**src/rtl/led_blinker_bank.sv**
```systemverilog
// Bank of independent LED channels (off / on / blink / triggered pulse) with a runtime config port.
// All outputs registered, config takes effect one cycle after the strobe; no backpressure, bad writes are flagged.
module led_blinker_bank #(
  parameter int NUM_CH       = 8,
  parameter int CNT_W        = 28,
  parameter int DEFAULT_HALF = 50000000,
  localparam int CH_W        = (NUM_CH > 1) ? $clog2(NUM_CH) : 1
) (
  input  logic              sys_clk,
  input  logic              sys_rst_n,
  input  logic              cfg_we,
  input  logic [CH_W-1:0]   cfg_ch,
  input  logic [1:0]        cfg_mode,
  input  logic [CNT_W-1:0]  cfg_half,
  input  logic              sync,
  input  logic [NUM_CH-1:0] trig,
  output logic [NUM_CH-1:0] led,
  output logic              cfg_err
);

  typedef enum logic [1:0] {
    MODE_OFF   = 2'b00,
    MODE_ON    = 2'b01,
    MODE_BLINK = 2'b10,
    MODE_PULSE = 2'b11
  } mode_e;

  mode_e             r_mode [NUM_CH];
  logic [CNT_W-1:0]  r_half [NUM_CH];
  logic [CNT_W-1:0]  r_cnt  [NUM_CH];
  logic [NUM_CH-1:0] r_led;
  logic [NUM_CH-1:0] r_trig_d;
  logic              r_cfg_err;

  logic [CNT_W-1:0]  w_last [NUM_CH];
  logic [NUM_CH-1:0] w_rise;
  logic              w_ch_ok;

  assign w_ch_ok = (int'(cfg_ch) < NUM_CH);
  assign w_rise  = trig & ~r_trig_d;
  assign led     = r_led;
  assign cfg_err = r_cfg_err;

  // Terminal count is h-1 with h = max(half,1), so half=0 behaves like half=1.
  always_comb begin
    for (int i = 0; i < NUM_CH; i++) begin
      w_last[i] = (r_half[i] == '0) ? '0 : r_half[i] - CNT_W'(1);
    end
  end

  always_ff @(posedge sys_clk) begin
    if (!sys_rst_n) begin
      r_cfg_err <= 1'b0;
      r_led     <= '0;
      r_trig_d  <= '0;
      for (int i = 0; i < NUM_CH; i++) begin
        r_mode[i] <= MODE_BLINK;
        r_half[i] <= CNT_W'(DEFAULT_HALF);
        r_cnt[i]  <= '0;
      end
    end else begin
      r_cfg_err <= cfg_we & ~w_ch_ok;
      r_trig_d  <= trig;
      for (int i = 0; i < NUM_CH; i++) begin
        if (cfg_we && w_ch_ok && (cfg_ch == CH_W'(i))) begin
          r_mode[i] <= mode_e'(cfg_mode);
          r_half[i] <= cfg_half;
          r_cnt[i]  <= '0;
          r_led[i]  <= (cfg_mode == MODE_ON);
        end else begin
          unique case (r_mode[i])
            MODE_OFF: begin
              r_cnt[i] <= '0;
              r_led[i] <= 1'b0;
            end
            MODE_ON: begin
              r_cnt[i] <= '0;
              r_led[i] <= 1'b1;
            end
            MODE_BLINK: begin
              if (sync) begin
                r_cnt[i] <= '0;
                r_led[i] <= 1'b0;
              end else if (r_cnt[i] >= w_last[i]) begin
                r_cnt[i] <= '0;
                r_led[i] <= ~r_led[i];
              end else begin
                r_cnt[i] <= r_cnt[i] + CNT_W'(1);
              end
            end
            MODE_PULSE: begin
              // A fresh edge restarts the window even while the pulse is running.
              if (w_rise[i]) begin
                r_cnt[i] <= '0;
                r_led[i] <= 1'b1;
              end else if (r_led[i]) begin
                if (r_cnt[i] >= w_last[i]) begin
                  r_cnt[i] <= '0;
                  r_led[i] <= 1'b0;
                end else begin
                  r_cnt[i] <= r_cnt[i] + CNT_W'(1);
                end
              end else begin
                r_cnt[i] <= '0;
              end
            end
          endcase
        end
      end
    end
  end

endmodule

```
**config.mk**
```make
export PLATFORM = sky130hd
export DESIGN_NAME = led_blinker_bank
export DESIGN_NICKNAME = d
export VERILOG_FILES = /design/src/rtl/led_blinker_bank.sv
export SDC_FILE = /design/constraint.sdc
export NUM_CORES = 1
export LEC_CHECK = 0
export ABC_CLOCK_PERIOD_IN_PS = 7190
export CAP_MARGIN = 20
export CORE_ASPECT_RATIO = 0.6
export CORE_UTILIZATION = 60
export DETAILED_ROUTE_END_ITERATION = 10
export PLACE_DENSITY = 0.77
export SETUP_SLACK_MARGIN = 0.4
export SLEW_MARGIN = 0
export SYNTH_ARGS = -nofsm -noshare
export SYNTH_HDL_FRONTEND = slang
export SYNTH_SLANG_ARGS = --single-unit
```
**constraint.sdc**
```tcl
create_clock -name sys_clk -period 7.19 [get_ports sys_clk]
set_input_delay 1.7975 -clock sys_clk [delete_from_list [all_inputs] [get_ports sys_clk]]
set_output_delay 1.7975 -clock sys_clk [all_outputs]
set_load 0.005 [all_outputs]
```
==> results.py <==
metrics = {
    "run_status": {
        "status": "completed",
    },
    "clock_tree": {
        "cts-resized-gates": 0,
        "root_buffer": "clkbuf_16",
        "clk_pin_slew_ns": 0.07,
        "cts.htree.levels": 2,
        "insertion_delay_ns": 0.58,
        "cts_setup_buffers": 0,
        "clock-sinks": 480,
        "cts-buffers-inserted": 45,
        "postCtsHoldBufs": 0,
        "tritoncts": "done",
        "clk_path_buf_depth": 3,
    },
    "cells_and_area": {
        "synthToLayoutAreaGrowth_pct": 11.91,
        "finish.instance_area_um2": 34610,
        "n_fill_cell": 3902,
        "multiInputGateArea_um2": 16790,
        "seqCellArea_um2": 14250,
        "layout.nets": 3711,
        "drive_gt1_share_pct": 4.198,
    },
    "logic_synthesis": {
        "ys_ff_latch": 480,
        "synth_common_cells": "491 x nor2_1, 464 x edfxtp_1, 426 x nand2_1",
        "synth_top_area_share_pct": 45.05,
        "synth_most_common_cell": "nor2_1",
        "synth_flop_cell": "edfxtp_1",
        "syn_inst": 3159,
        "synth.top_cells.by_area": "edfxtp_1 45%, ha_1 10%, xor2_1 6.2%",
        "synth_edf_count": 464,
        "yosysTopAreaCell": "edfxtp_1",
        "syn-cell-area_um2": 30930,
        "syn_avg_cell_area_um2": 9.791,
        "yosys_warnings": 0,
        "async_reset_ff_share_pct": 0,
        "yosysUniqueCellTypes": 80,
        "yosysSeqAreaShare_pct": 46.09,
    },
    "critical_path": {
        "startpoint_type": "register",
        "reg2reg_slack_ns": 1.69,
        "cp.arrival_ns": 5.90,
        "required_ns": 7.60,
        "cp_max_fo": 28,
        "path_class": "reg -> reg",
        "cp-end-kind": "register",
    },
    "drt": {
        "remaining_drc_errors": 0,
        "ant_nets": 0,
        "wl_met3_um": 8353,
        "m1WireLength_um": 36110,
        "drt-total-wl_um": 80000,
        "met2_length_um": 33260,
        "top_layer": "met4",
        "first_pass_iters": 6,
        "vias_per_cell": 5.877,
        "wl_per_cell_um": 19.29,
        "drtIter0Drc": 2840,
        "vias": 24377,
    },
    "die": {
        "die_y_um": 177.9,
        "ios": 54,
        "initial_utilization_pct": 60.73,
        "die_x_um": 295.1,
        "num_rows": 64,
        "coreArea_um2": 50930,
        "dieArea_um2": 52490,
    },
    "timing": {
        "finClkSkew_ns": 0.01758,
        "final_max_slew_viol_count": 0,
        "max_freq_ghz": 0.1819,
        "rsz0062_at_grt": "false",
        "final_hold_viol_count": 0,
        "setup_viol": 0,
        "fin_crit_sh_pct": 76.46,
        "tns_ns": 0,
        "fin_crit_ns": 5.497,
        "slew_headroom_pct": 27.17,
        "tightest_slew_ns": 1.092,
        "timing.final.ws_setup_ns": 1.693,
    },
    "grt": {
        "grt_pass1_wl_um": 125200,
        "antenna_found_initial": 3,
        "globalRouteTotalUtil_pct": 30.63,
        "grt_max_degree": 45,
        "grt_pass1_vias": 22725,
        "gr-total-overflow": 0,
    },
    "place": {
        "placedInstanceArea_um2": 32910,
        "dpl.hpwl_um": 59470,
        "gp_congestion": 0.9315,
        "io_buffers": 52,
        "detailedPlace.worstSlack_ns": 1.812,
    },
    "min_path": {
        "hold_path.class": "reg -> reg",
    },
    "pwr": {
        "pwr_density_cell_nw_per_um2": 198.7,
        "vdd_ir_drop_max_v": 0.0001850,
        "power_leakage_nw": 13.53,
    },
    "job": {
        "cap_violations": 0,
    },
}
[kinds of logic after synthesis]
group,count (synthesis),synth area share (%)
flip-flops,480,46.09
AO/OA/AOI/OAI,268,5.510
adder cells (fa/ha/maj),248,10.03
AND/OR/NAND/NOR,1599,24.96
buffers and inverters,172,2.334
multiplexers,3,0.09710
XOR/XNOR,387,10.96
other,2,0.02428
[final timing paths]
kind / start / end / depth (start not counted)
worst max-delay path: r_half[0][72] / r_cnt[0][69] / 15
worst min-delay path: led[5] / led[5] / 2
worst max register to register: r_half[0][72] / r_cnt[0][69] / 15
worst min register to register: led[5] / led[5] / 2
[power by group]
group	internal (W)	total, W	leakage (nW)	switching (W)
Combinational	0.000338	0.000835	7.98	0.000497
Sequential	0.00325	0.00347	4.79	0.000221
Clock	0.00146	0.00258	0.759	0.00112
[routing by layer]
metal	vias to the layer above	track usage [%]
met3	166	6.412
li1	11548	-
met1	11556	46.13
met4	0	8.657
met5	-	0
met2	1107	44.25
[registers in the layout, summed over array words and instances, names as in the netlist]
name      cells
r_cnt       224
r_half      224
r_mode       16
led           8
r_trig_d      8
[per-stage QoR]
step           util, %  total power, W  std cells  hold WS (ns)
2_1_floorplan        -        0.003998       3382        0.4873
3_3_place_gp     64.50        0.004248       4056        0.5024
3_5_place_dp     64.61        0.004313       4058        0.5087
4_1_cts          67.66        0.006854       4141        0.5179
5_1_grt          67.96        0.007102       4148        0.5412
6_report         67.96        0.006879       4148        0.5215
[final cells by class]
type	count	share of cell area (%)
inverters	90	0.9760
clock inverters	20	0.7121
diodes	1	0.007230
well taps	693	2.505
repair buffers	71	2.328
clock buffers	63	3.774
multi-input cells	2730	48.52
flip-flops and latches	480	41.18
[critical path, stage by stage (launching register included)]
cell       delay (ns)
edfxtp_1         0.45
or3_1            0.44
or3_4            0.38
nor4_4           0.21
nand2b_2         0.13
nor3_2           0.19
nand4_2          0.54
and2_1           0.41
ha_1             0.28
nand2b_1         0.14
a2111oi_0        0.44
nor4_1           0.12
a211o_1          0.28
o31ai_2          0.42
nand3_2          0.60
nor2_1           0.29
[cells in the final DEF, fill, tap and decap left out, drive strengths merged, types with 52 or more instances in the layout]
cell / netlist / final
nand2b: 52 / 52
nor2: 503 / 503
o21ai: 64 / 64
clkbuf: 55 / 63
nand2: 427 / 427
or3: 91 / 91
inv: 90 / 92
xor2: 220 / 220
nand3: 139 / 139
a21oi: 93 / 93
edfxtp: 464 / 464
ha: 248 / 248
nor3: 110 / 110
nand4: 68 / 68
nor4: 56 / 56
xnor2: 167 / 167
conb: 2 / 225
(Power assumes the default switching activity.)
